**src/rtl/discrete_pkg.sv**
```systemverilog
// Shared types and the RC step arithmetic for the discrete-circuit audio blocks.
package discrete_pkg;

  localparam int unsigned SAMPLE_W = 16;
  localparam int unsigned COEF_W   = 16;
  localparam int unsigned FRAC_W   = 16;
  localparam int unsigned DIFF_W   = SAMPLE_W + 1;
  localparam int unsigned PROD_W   = 2 * DIFF_W;
  localparam int unsigned STEP_W   = SAMPLE_W + 2;

  typedef logic signed [SAMPLE_W-1:0] sample_t;

  typedef enum logic [1:0] {
    ENV_IDLE,
    ENV_CHARGE,
    ENV_HOLD,
    ENV_DISCHARGE
  } env_state_t;

  // One exponential RC step from cur toward tgt; a nonzero gap always moves by at least 1 LSB
  // so the target is reached exactly, and the step never exceeds the gap.
  function automatic sample_t rc_step(sample_t cur, sample_t tgt, logic [COEF_W-1:0] coef);
    logic signed [DIFF_W-1:0] diff;
    logic signed [PROD_W-1:0] prod;
    logic signed [STEP_W-1:0] step;
    logic signed [STEP_W-1:0] sum;
    diff = DIFF_W'(tgt) - DIFF_W'(cur);
    prod = PROD_W'(diff) * $signed(PROD_W'(coef));
    step = STEP_W'(prod >>> FRAC_W);
    if ((diff != '0) && (step == '0)) begin
      step = diff[DIFF_W-1] ? -STEP_W'(1) : STEP_W'(1);
    end
    sum = STEP_W'(cur) + step;
    return SAMPLE_W'(sum);
  endfunction

endpackage

```
**src/rtl/rc_envelope_cv_if.sv**
```systemverilog
// Trigger/strobe in, control voltage and busy out, between a sequencer and the envelope.
interface rc_envelope_cv_if;
  import discrete_pkg::*;

  logic    audio_clk_en;
  logic    trigger;
  sample_t out;
  logic    busy;

  modport master (
    output audio_clk_en,
    output trigger,
    input  out,
    input  busy
  );

  modport slave (
    input  audio_clk_en,
    input  trigger,
    output out,
    output busy
  );

endinterface

```
**src/rtl/rc_step_calc.sv**
```systemverilog
// Combinational RC step toward a selectable target with the minimum-step rule.
module rc_step_calc
  import discrete_pkg::*;
(
  input  sample_t           cur,
  input  sample_t           tgt,
  input  logic [COEF_W-1:0] coef,
  output sample_t           nxt_c
);

  // Next sample value one step closer to the target.
  always_comb begin
    nxt_c = rc_step(cur, tgt, coef);
  end

endmodule

```
**src/rtl/rc_envelope_cv.sv**
```systemverilog
// Charge / hold / discharge RC envelope used as the control voltage of the 555 VCO.
module rc_envelope_cv
  import discrete_pkg::*;
#(
  parameter int unsigned       CLOCK_RATE     = 1000000,
  parameter sample_t           V_LOW          = 16'sd0,
  parameter sample_t           V_HIGH         = 16'sd16384,
  parameter logic [COEF_W-1:0] CHARGE_COEF    = 16'd6554,
  parameter logic [COEF_W-1:0] DISCHARGE_COEF = 16'd6554,
  parameter int unsigned       HOLD_SAMPLES   = 64
) (
  input logic               clk,
  input logic               reset,
  rc_envelope_cv_if.slave   env
);

  localparam int unsigned HOLD_W = 16;

  // Reject parameter sets the envelope cannot honour.
  if ((CLOCK_RATE == 32'd0) || (V_HIGH <= V_LOW) || (CHARGE_COEF == '0) ||
      (DISCHARGE_COEF == '0) || (HOLD_SAMPLES > 32'd65535)) begin : g_param_check
    $error("rc_envelope_cv: invalid parameter set");
  end

  env_state_t        state, state_d;
  sample_t           out_q, out_d;
  logic [HOLD_W-1:0] hold_cnt, hold_d;
  logic              pending, pending_d;
  logic              trig_q;

  logic              trig_edge_c;
  logic              eff_c;
  logic              charging_c;
  sample_t           tgt_c;
  logic [COEF_W-1:0] coef_c;
  sample_t           step_nxt_c;

  // Rising-edge detect and the effective trigger seen by a strobe.
  always_comb begin
    trig_edge_c = env.trigger & ~trig_q;
    eff_c       = pending | trig_edge_c;
    charging_c  = eff_c | (state == ENV_CHARGE);
  end

  // One shared step unit; target and coefficient follow the active path.
  always_comb begin
    tgt_c  = V_LOW;
    coef_c = DISCHARGE_COEF;
    if (charging_c) begin
      tgt_c  = V_HIGH;
      coef_c = CHARGE_COEF;
    end
  end

  rc_step_calc u_step (
    .cur   (out_q),
    .tgt   (tgt_c),
    .coef  (coef_c),
    .nxt_c (step_nxt_c)
  );

  // Next-state and next-output logic; everything advances only on the sample strobe.
  always_comb begin
    state_d   = state;
    out_d     = out_q;
    hold_d    = hold_cnt;
    pending_d = pending | trig_edge_c;
    if (env.audio_clk_en) begin
      pending_d = 1'b0;
      if (charging_c) begin
        out_d   = step_nxt_c;
        state_d = ENV_CHARGE;
        if (step_nxt_c == V_HIGH) begin
          if (HOLD_SAMPLES == 0) begin
            state_d = ENV_DISCHARGE;
          end else begin
            state_d = ENV_HOLD;
            hold_d  = HOLD_W'(HOLD_SAMPLES);
          end
        end
      end else begin
        unique case (state)
          ENV_IDLE: begin
            out_d = V_LOW;
          end
          ENV_HOLD: begin
            out_d  = V_HIGH;
            hold_d = hold_cnt - HOLD_W'(1);
            if (hold_cnt <= HOLD_W'(1)) begin
              hold_d  = '0;
              state_d = ENV_DISCHARGE;
            end
          end
          ENV_DISCHARGE: begin
            out_d = step_nxt_c;
            if (step_nxt_c == V_LOW) begin
              state_d = ENV_IDLE;
            end
          end
          default: begin
            state_d = ENV_IDLE;
          end
        endcase
      end
    end
  end

  // State, output and trigger-tracking registers.
  always_ff @(posedge clk or posedge reset) begin
    if (reset) begin
      state    <= ENV_IDLE;
      out_q    <= V_LOW;
      hold_cnt <= '0;
      pending  <= 1'b0;
      trig_q   <= 1'b0;
    end else begin
      state    <= state_d;
      out_q    <= out_d;
      hold_cnt <= hold_d;
      pending  <= pending_d;
      trig_q   <= env.trigger;
    end
  end

  assign env.out  = out_q;
  assign env.busy = (state != ENV_IDLE);

endmodule

```
**src/flat_wrapper.sv**
```systemverilog
// flat-port wrapper written by rule: the top's interface ports become plain ports
module rc_envelope_cv_flat import discrete_pkg::*;
#(
  parameter int unsigned       CLOCK_RATE     = 1000000,
  parameter sample_t           V_LOW          = 16'sd0,
  parameter sample_t           V_HIGH         = 16'sd16384,
  parameter logic [COEF_W-1:0] CHARGE_COEF    = 16'd6554,
  parameter logic [COEF_W-1:0] DISCHARGE_COEF = 16'd6554,
  parameter int unsigned       HOLD_SAMPLES   = 64
)
  (clk, reset, env_audio_clk_en, env_trigger, env_out, env_busy);
  rc_envelope_cv_if env_i ();
  input logic clk;
  input logic reset;
  input wire logic [$bits(env_i.audio_clk_en)-1:0] env_audio_clk_en;
  input wire logic [$bits(env_i.trigger)-1:0] env_trigger;
  output wire logic [$bits(env_i.out)-1:0] env_out;
  output wire logic [$bits(env_i.busy)-1:0] env_busy;
  assign env_i.audio_clk_en = env_audio_clk_en;
  assign env_i.trigger = env_trigger;
  assign env_out = env_i.out;
  assign env_busy = env_i.busy;
  rc_envelope_cv #(.CLOCK_RATE(CLOCK_RATE), .V_LOW(V_LOW), .V_HIGH(V_HIGH), .CHARGE_COEF(CHARGE_COEF), .DISCHARGE_COEF(DISCHARGE_COEF), .HOLD_SAMPLES(HOLD_SAMPLES)) u_core (.clk(clk), .reset(reset), .env(env_i));
endmodule
```
**config.mk**
```make
export PLATFORM = sky130hd
export DESIGN_NAME = rc_envelope_cv_flat
export DESIGN_NICKNAME = d
export VERILOG_FILES = /design/src/rtl/discrete_pkg.sv /design/src/rtl/rc_envelope_cv_if.sv /design/src/rtl/rc_step_calc.sv /design/src/rtl/rc_envelope_cv.sv /design/src/flat_wrapper.sv
export SDC_FILE = /design/constraint.sdc
export NUM_CORES = 1
export LEC_CHECK = 0
export BUFFER_PORTS_ARGS = -buffer_cell sky130_fd_sc_hd__buf_2
export CORE_ASPECT_RATIO = 1.75
export CORE_MARGIN = 10
export CORE_UTILIZATION = 58
export DETAILED_ROUTE_END_ITERATION = 10
export PLACE_DENSITY_LB_ADDON = 0.1
export SLEW_MARGIN = 20
export SYNTH_ARGS = -nofsm -noshare
export SYNTH_HDL_FRONTEND = slang
export SYNTH_HIERARCHICAL = 1
export SYNTH_SLANG_ARGS = --single-unit
```
**constraint.sdc**
```tcl
create_clock -name clk -period 16.5 [get_ports clk]
set_input_delay 1.65 -clock clk [delete_from_list [all_inputs] [get_ports clk]]
set_output_delay 1.65 -clock clk [all_outputs]
set_load 0.02 [all_outputs]
```
* Word-level counts from Yosys, hierarchy flattened
Cells that the tools add are included.
Cells by class: add/subtract/negate cells 3, multiply operators 1, $lt $le $gt $ge 1, equality and inequality tests 8, mux-type cells 15, bitwise logic cells 4, reductions and logical operators 11
Operator list (count):
- 2-to-1 mux 16 bit | 7
- case mux 16 bit (3 select lines) | 1
- multiplier 17 x 13 -> 30 bit, second input constant | 1
- logical NOT 18 bit | 1
- nonzero test 17 bit | 1
- subtractor 16 x 16 -> 17 bit | 1
- adder 16 bit | 1
- equality test 16 bit, second input constant | 1
- <= comparator 16 x 1 -> 1 bit, second input constant | 1
- logical NOT 16 bit | 1
- subtractor 16 x 1 -> 16 bit, second input constant | 1
- 2-to-1 mux 15 bit | 1
- 2-to-1 mux 2 bit | 4
- != test 3 x 1 -> 1 bit, second input constant | 2
- case mux 2 bit (3 select lines) | 1
- equality test 2 bit, second input constant | 2
- AND reduction 4 bit | 1
- nonzero test 2 bit | 2
- nonzero test 4 bit | 1
- AND reduction 3 bit | 1
- equality test 2 x 1 -> 1 bit, second input constant | 1
- logical NOT 2 bit | 1
- != test 2 x 1 -> 1 bit, second input constant | 1
- != test 2 bit, second input constant | 1
- 6 further kinds | 7
Storage, ports and cells: register bits after elaboration 36, input bits 4, output and inout bits 17, logic and storage cells 48

* Depth between registers and ports, before layout
Gate-level depths: netlist of the first run.
word-level depth 15, depth in mapped cells 56, mapped depth without buffers 52

* By module
The synthesis of the first run kept the hierarchy.
By module, submodules not included:
- rc_step_calc | times used 1, cells each 1386, area an instance 12011.5 um^2, seq. area each 0.0 um^2
- rc_envelope_cv | times used 1, cells each 181, area an instance 1819.2 um^2, seq. area each 900.9 um^2

* Worst setup path before layout of the first run
No wires, ideal clock.
path type in2reg, start point input port env_trigger, end point register u_core.hold_cnt[11], setup time 0.141 ns, arrival 12.630 ns, data required time 16.359 ns, path slack 3.728 ns, stages 49, buffers on the path 4, cells stage by stage nand2b_1 > and3_1 > inv_2 > ha_1 > inv_1 > nor2_1 > o22ai_2 > and2_1 > fa_1 > inv_1 > fa_1 > clkbuf_1 > xor2_1 > xnor2_1 > fa_1 > fa_1 > inv_1 > fa_1 > (+13 left out) > nand2_1 > ha_1 > a21o_1 > a21oi_1 > nor2b_1 > o21a_1 > nor4b_1 > o31ai_1 > o41ai_1 > o21bai_1 > a21oi_1 > xnor3_1 > nor4_1 > and4_1 > a31oi_1 > clkbuf_1 > a21oi_1 > o31ai_1
Between the ends: longest elaborated chain between the ends 13, elaborated cells on any way between the ends 17, classes of those cells 2 x add/sub; 1 x mul; 2 x eq/ne; 4 x mux; 3 x bitwise; 5 x reduce/logical
Ends and longest elaborated chain:
- from (decl) | line flat_wrapper.sv:16 | input wire logic [$bits(env_i.trigger)-1:0] env_trigger;
- AND 1 bit * | line rc_envelope_cv.sv:40 | trig_edge_c = env.trigger & ~trig_q;
- OR 1 bit * | line rc_envelope_cv.sv:41 | eff_c = pending | trig_edge_c;
- OR 1 bit * | line rc_envelope_cv.sv:42 | charging_c = eff_c | (state == ENV_CHARGE);
- net u_core.charging_c | line rc_envelope_cv.sv:33 | logic charging_c;
- 2-to-1 mux 15 bit * | line rc_envelope_cv.sv:49 | if (charging_c) begin
- subtractor 16 x 16 -> 17 bit * | line discrete_pkg.sv:27 | diff = DIFF_W'(tgt) - DIFF_W'(cur);
- multiplier 17 x 13 -> 30 bit | line discrete_pkg.sv:28 | prod = PROD_W'(diff) * $signed(PROD_W'(coef));
- logical NOT 18 bit | line discrete_pkg.sv:30 | if ((diff != '0) && (step == '0)) begin
- logical AND 1 bit | line discrete_pkg.sv:30
- 2-to-1 mux 16 bit * | line discrete_pkg.sv:30
- adder 16 bit * | line discrete_pkg.sv:33 | sum = STEP_W'(cur) + step;
- net u_core.step_nxt_c[15] | line rc_envelope_cv.sv:36 | sample_t step_nxt_c;
- equality test 16 bit * | line rc_envelope_cv.sv:73 | if (step_nxt_c == V_HIGH) begin
- != test 2 bit (no line) *
- AND reduction 3 bit (no line) *
- to (signal assigned) | line rc_envelope_cv.sv:119 | hold_cnt <= hold_d;
- to (decl) | line rc_envelope_cv.sv:27 | logic [HOLD_W-1:0] hold_cnt, hold_d;
Mark *: on every way through the listed nets, which the timed path passes. The rest lies on a longest branch. A chain may end at the register's enable or synchronous reset.

* Final worst setup path of the first run
start point input port env_trigger, end point register u_core.hold_cnt[10]
Same word-level chain as after synthesis.

==> results of run 1 <==
## cells in the mapped netlist, drive strengths merged (21+ instances only)
cell type  number
a21oi          56
a22o           21
and2          119
clkbuf         42
dfrtp          36
fa            273
ha            120
inv           356
nand2         170
nand2b         21
nor2           42
nor2b          23
o21ai          32
xnor2          45
## area by class of cell
cell class	instances	area, um2	area share (%)
Multi-Input combinational cell	1242	11800	79.7
Inverter	357	1340	9.04
Sequential cell	36	901	6.07
Tap cell	304	380	2.56
Timing Repair Buffer	39	243	1.64
Clock buffer	5	125	0.844
Clock inverter	3	18.8	0.127
## registers in the layout, indices dropped and copies added (netlist names)
| register | flops |
|---|---|
| u_core/env.out | 16 |
| u_core/state | 2 |
| u_core/hold_cnt | 16 |
| u_core/pending | 1 |
| u_core/trig_q | 1 |
## cells by family (layout without fill, tap and decap cells)
group	after synthesis	count (layout)	share of synthesized area (%)
simple gates	460	460	17.4
buf+inv	408	404	11.3
fa+ha+maj	393	393	50.4
compound gates	205	205	10.2
xor+xnor	61	61	4.12
flops	36	36	6.51
other cells	2	121	0.0543
mux	2	2	0.145
## layout by cell type (no fill, tap or decap), types with 3 or more instances in the layout
cell	n
nor4_1	9
a21boi_0	4
or4_1	4
conb_1	121
ha_1	120
nand2_1	170
xor2_1	14
o21bai_1	8
and2_1	119
a21oi_1	54
or3_1	3
a211oi_1	5
nand4_1	10
xnor2_1	44
o21ai_1	6
a21o_1	11
nor2b_1	23
o211ai_1	11
fa_1	273
nor3_1	14
buf_4	19
buf_2	20
o21ai_0	25
a22o_1	21
o21a_1	12
dfrtp_1	36
nor2_1	42
a31oi_1	6
a211o_1	5
nand3b_1	4
inv_1	355
or2b_1	4
o31ai_1	7
o22ai_1	4
nand3_1	11
nand2b_1	19
clkbuf_16	5
and3_1	8
## final timing paths
kind	from	cells after the start	to	slack (ns)
min in group asynchronous	reset	3	u_core/hold_cnt[8]	1.47
worst max-delay path	env_trigger	47	u_core/hold_cnt[10]	2.48
max in group asynchronous	reset	3	u_core/env.out[3]	14.70
worst min-delay path	u_core/hold_cnt[13]	1	u_core/hold_cnt[13]	0.53
worst min register to register	u_core/hold_cnt[13]	1	u_core/hold_cnt[13]	0.53
worst max register to register	u_core/env.out[0]	49	u_core/hold_cnt[10]	2.75
## metal layers
| layer | track usage [%] | vias up |
|---|---|---|
| li1 | - | 4959 |
| met1 | 23.4 | 5308 |
| met2 | 45.1 | 150 |
| met3 | 0.938 | 69 |
| met4 | 8.07 | 0 |
| met5 | 0 | - |
## stage by stage
| step | cells | cell area (um2) | hold slack [ns] | util [%] | setup WS, ns |
|---|---|---|---|---|---|
| finish | 1986 | 14800 | 0.527 | 63.3 | 2.48 |
| global route | 1986 | 14800 | 0.553 | 63.3 | 1.41 |
| CTS | 1986 | 14800 | 0.531 | 63.3 | 2.51 |
| detailed placement | 1978 | 14700 | 0.522 | 62.7 | 2.27 |
| global placement | 1978 | 14700 | 0.512 | 62.7 | 2.67 |
| floorplan | 1686 | 14300 | 0.484 | - | 3.73 |
## worst max-delay path, delay by kind of cell
family                   cells  cell delay (ns)
buffers and inverters        8             0.98
AO/OA/AOI/OAI               14             2.96
adder cells (fa/ha/maj)      8             4.00
XOR/XNOR                     3             1.11
AND/OR/NAND/NOR             14             3.45
==> reports/metrics.csv, run 1 <==
stage,metric,value,unit
global_routing,All-Layer GR Usage,22.4,%
placement,port bufs,20,
critical_path,Startpoint Class,input pin,
detailed_routing,Highest Signal Layer,met4,
critical_path,cell repeated most along the worst path,fa_1,
global_routing,vias in the first global route,11400,
placement,post-DP HPWL,27700,um
sta,"Period Utilization, post-route",85.0,%
sta,max frequency,0.0713,GHz
synth,Post-synth ARST share,100,%
synth,cell accounting for the most synthesized area,fa_1,
clocking,clk root buf,clkbuf_16,
synth,post-synth top area share,39.5,%
floorplan,Chip Width,137,um
critical_path,CP max FO,19,
synth,sequential area share after synthesis,6.51,%
critical_path,kind of critical path,in -> reg,
clocking,Clock Sinks,36,
synth,top_reg_cell synth,dfrtp_1,
placement,routability cong.,0.923,
detailed_routing,DRT iter0 DRCs,404,
detailed_routing,Routed wire per std cell,16.4,um
global_routing,GRT Residual Overflow,0,
floorplan,DIE AREA,30700,um2
floorplan,Row Count,74,
floorplan,I/O pin cnt,21,
synth,distinct cell type count after synthesis,80,
cells_and_area,layout cells sized above 1,3.92,%
critical_path,Crit. End Element,register,
synth,synth top area cells,"fa_1, ha_1, inv_1",
detailed_routing,Routed WL,32500,um
synth,number of synthesis warnings,6,
clocking,CTS tree,yes,
sta,relative slew slack,47.9,%
sta,Final Setup Violations,0,
synth,Post-Syn Instances,1567,
clocking,H-tree depth,2,
sta,Least-Margin Pin Slew,0.777,ns
cells_and_area,ant diodes,0,
cells_and_area,Layout Nets,2078,
sta,Final Max Slew Viols,0,
detailed_routing,Final ANT Viol Nets,0,
run,Max Cap Viol,0,
floorplan,initial core utilization,59.0,%
global_routing,initial antenna violation count,0,
detailed_routing,via count,10500,
detailed_routing,met1 wire length,11400,um
global_routing,first-pass GRT wire length,54900,um
clocking,CTS clock-pin slew for the worst setup and hold paths,0.06,ns
global_routing,largest net degree at the start of global routing,37,
detailed_routing,TritonRoute pass-1 iters,4,
critical_path,Critical Path AT,14.18,ns
clocking,hold_buf cts,0,
hold_path,Min-Delay Path Class,reg -> reg,
sta,RSZ-0062 raised after global routing,false,
clocking,TritonCTS Buffers,5,
cells_and_area,synthesis-to-finish area growth,7.22,%
critical_path,Crit-path slowest cell,fa_1,
clocking,clock latency on the worst-skew pair,0.28,ns
synth,number of synthesized flops with an enable pin,0,
sta,setup TNS,0,ns
synth,Seq cells post-synth,36,
detailed_routing,met3 WL post-DR,463,um
critical_path,max incr delay on CP,0.88,ns
cells_and_area,fill count,2112,
detailed_routing,met2 wire len,19500,um
detailed_routing,# DRC,0,
floorplan,core box area,23400,um2
sta,Setup Skew,0.00589,ns
run_status,outcome,finished clean,
floorplan,die span in y,224,um
detailed_routing,via/cell ratio,5.28,
synth,mapped cell area,13800,um2
synth,Mean Syn Cell Area,8.83,um2
clocking,CTS resizes,0,
sta,min Tclk post-route,14.02,ns
sta,Fin. Hold Viols,0,
clocking,clk buf depth,2,
critical_path,CP Data Required Time,16.67,ns
clocking,postcts setup bufs,0,
Power of run 1 is not shown: default switching activity piles up to over one toggle a cycle in this logic, so the estimate is an artifact.
==> run 2, diff against run 1 <==
--- a/config.mk
+++ b/config.mk
@@ -5,6 +5,7 @@
 export SDC_FILE = /design/constraint.sdc
 export NUM_CORES = 1
 export LEC_CHECK = 0
+export ABC_AREA = 1
 export BUFFER_PORTS_ARGS = -buffer_cell sky130_fd_sc_hd__buf_2
 export CORE_ASPECT_RATIO = 1.75
 export CORE_MARGIN = 10
==> constraint.sdc (replaced) <==
create_clock -name clk -period 13.4 [get_ports clk]
set_input_delay 1.34 -clock clk [delete_from_list [all_inputs] [get_ports clk]]
set_output_delay 1.34 -clock clk [all_outputs]
set_load 0.02 [all_outputs]
==> reports/metrics.csv, run 2 <==
stage,metric,value,unit,change
synth,sequential area share after synthesis,5.81,%,-0.70 points
cells_and_area,synthesis-to-finish area growth,4.55,%,
sta,Final Setup Violations,0,,unchanged
sta,"Period Utilization, post-route",89.8,%,
sta,Setup Skew,0.00275,ns,-0.00313 ns
synth,Synth Area in XOR/XNOR,2.42,%,-1.7 points
sta,Final Max Slew Viols,0,,unchanged
critical_path,Crit. End Element,register,,
detailed_routing,via/cell ratio,5.30,,+0.29%
placement,routability cong.,0.981,,+6.3%
critical_path,Crit-path slowest cell,fa_1,,
global_routing,vias in the first global route,14900,,+30%
critical_path,CP max FO,16,,-3
synth,Post-synth ARST share,100,%,unchanged
placement,area post-placement,16000,um2,+9.3%
floorplan,Chip Width,144,um,+5.0%
critical_path,max incr delay on CP,0.83,ns,-0.05 ns
synth,post-synthesis compound-gate area fraction,3.87,%,-6.3 points
sta,Least-Margin Pin Slew,0.831,ns,+0.0541 ns
detailed_routing,TritonRoute pass-1 iters,5,,+1
hold_path,Min-Delay Path Class,reg -> reg,,
detailed_routing,Final ANT Viol Nets,0,,unchanged
synth,synth cell count leaders,"nand2_1, inv_1, fa_1",,
sta,min Tclk post-route,12.03,ns,
detailed_routing,met2 wire len,25400,um,+30%
clocking,clk buf depth,2,,unchanged
clocking,TritonCTS Buffers,5,,unchanged
clocking,clock latency on the worst-skew pair,0.30,ns,+0.02 ns
critical_path,Buf/Inv on CP,7,,-1
global_routing,All-Layer GR Usage,27.9,%,+5.5 points
floorplan,I/O pin cnt,21,,unchanged
critical_path,cell repeated most along the worst path,nand2_1,,
critical_path,Startpoint Class,input pin,,
synth,distinct cell type count after synthesis,44,,-45%
detailed_routing,met1 wire length,14600,um,+29%
global_routing,first-pass GRT wire length,73600,um,+34%
global_routing,initial antenna violation count,0,,unchanged
synth,Post-Syn Instances,2204,,+41%
synth,Seq cells post-synth,36,,unchanged
cells_and_area,ant diodes,0,,unchanged
cells_and_area,most frequent cells in the layout,"nand2_1, inv_1, fa_1",,
clocking,CTS resizes,0,,unchanged
synth,"count leader, synth",nand2_1,,
synth,multiplexer share of the synthesized area,0,%,-0.14 points
synth,post-synthesis adder-cell area fraction,45.0,%,-5.4 points
sta,max frequency,0.0831,GHz,
cells_and_area,fin area,16200,um2,+9.2%
synth,synth top area cells,"fa_1, nand2_1, inv_1",,
synth,simple logic cell fraction of the synthesized area,28.1,%,+11 points
clocking,CTS clock-pin slew for the worst setup and hold paths,0.06,ns,about the same
floorplan,die span in y,236,um,+5.3%
cells_and_area,Layout Nets,2644,,+27%
critical_path,Critical Path AT,12.25,ns,-1.93 ns
synth,largest family of logic cells by synthesized area,adder cells,,
critical_path,CP Data Required Time,13.62,ns,-3.05 ns
run_status,outcome,finished clean,,
detailed_routing,DRT iter0 DRCs,615,,+52%
placement,port bufs,20,,unchanged
clocking,hold_buf cts,0,,unchanged
clocking,clk root buf,clkbuf_16,,
sta,Fin. Hold Viols,0,,unchanged
clocking,postcts setup bufs,0,,unchanged
sta,setup TNS,0,ns,unchanged
floorplan,Row Count,79,,+6.8%
synth,post-synth top area share,35.3,%,-4.2 points
clocking,H-tree depth,2,,unchanged
run,Max Cap Viol,0,,unchanged
cells_and_area,fill count,2581,,+22%
synth,Mean Syn Cell Area,7.03,um2,-20%
detailed_routing,met3 WL post-DR,1460,um,+210%
critical_path,"delay-heaviest family, CP",adder cells,,
global_routing,largest net degree at the start of global routing,37,,unchanged
synth,top_reg_cell synth,dfrtp_1,,
detailed_routing,# DRC,0,,unchanged
placement,post-DP HPWL,39100,um,+41%
clocking,Clock Sinks,36,,unchanged
synth,number of synthesis warnings,6,,unchanged
detailed_routing,Highest Signal Layer,met4,,
detailed_routing,via count,13600,,+30%
critical_path,"setup slack, reg-to-reg",1.75,ns,-1.00 ns
synth,number of synthesized flops with an enable pin,0,,unchanged
detailed_routing,Routed wire per std cell,17.6,um,+7.2%
sta,WHS,0.545,ns,+0.0175 ns
cells_and_area,layout cells sized above 1,5.25,%,+1.3 points
global_routing,GRT Residual Overflow,0,,unchanged
synth,mapped cell area,15500,um2,+12%
cells_and_area,"most common cell after layout, fill and taps aside",nand2_1,,
synth,cell accounting for the most synthesized area,fa_1,,
clocking,CTS tree,yes,,
floorplan,core box area,26500,um2,+13%
detailed_routing,Routed WL,45200,um,+39%
sta,relative slew slack,44.5,%,-3.4 points
floorplan,initial core utilization,58.5,%,-0.56 points
critical_path,kind of critical path,in -> reg,,
floorplan,DIE AREA,33900,um2,+11%
sta,RSZ-0062 raised after global routing,false,,
[run 2: changes by cell type after synthesis, sizes merged, moves of 23 or more]
cell,before,now
and2,119,4
nand3,11,105
inv,356,543
nand2,170,624
xnor2,45,9
nor2,42,259
nor2b,23,0
[run 2: cell families after synthesis]
family / after synthesis
compound gates: 102
fa+ha+maj: 393
xor+xnor: 42
flops: 36
buf+inv: 597
other cells: 2
simple gates: 1032
[run 2: worst paths after layout]
| check | start | to | cells past startpoint |
|---|---|---|---|
| setup / recovery | env_trigger | u_core/hold_cnt[6] | 55 |
| hold / removal | u_core/hold_cnt[4] | u_core/hold_cnt[4] | 2 |
| setup reg to reg | u_core/env.out[0] | u_core/hold_cnt[6] | 56 |
| hold reg to reg | u_core/hold_cnt[4] | u_core/hold_cnt[4] | 2 |
| max in group asynchronous | reset | u_core/env.out[7] | 3 |
| min in group asynchronous | reset | u_core/hold_cnt[1] | 3 |
[run 2: final cells by class]
| cell class | count | area (um2) | share of cell area, % |
|---|---|---|---|
| Inverter | 556 | 2090 | 12.9 |
| Clock buffer | 6 | 139 | 0.857 |
| Multi-Input combinational cell | 1620 | 12500 | 77.1 |
| Tap cell | 324 | 405 | 2.50 |
| Sequential cell | 36 | 901 | 5.56 |
| Timing Repair Buffer | 28 | 160 | 0.989 |
| Clock inverter | 2 | 15.0 | 0.0927 |
[run 2: metal layers]
layer	up-vias	track usage [%]
met5	-	0
met2	398	54.2
li1	6485	-
met1	6548	26.1
met3	189	2.39
met4	0	19.4
[run 2: worst min-delay path, stage by stage, from the launching register on]
cell and delay [ns]:
dfrtp_1 0.39, nand2_1 0.07, nand2_1 0.06
[run 2: through the flow]
| stage | utilization (%) | cells | worst slack [ns] |
|---|---|---|---|
| final | 61.1 | 2572 | 1.37 |
| after global routing | 61.1 | 2572 | 0.380 |
| after CTS | 61.1 | 2572 | 1.48 |
| after detailed placement | 60.6 | 2564 | 1.22 |
| after global placement | 60.6 | 2564 | 1.39 |
| after floorplan | - | 2253 | 2.56 |
Power of run 2 is left out for the same reason.
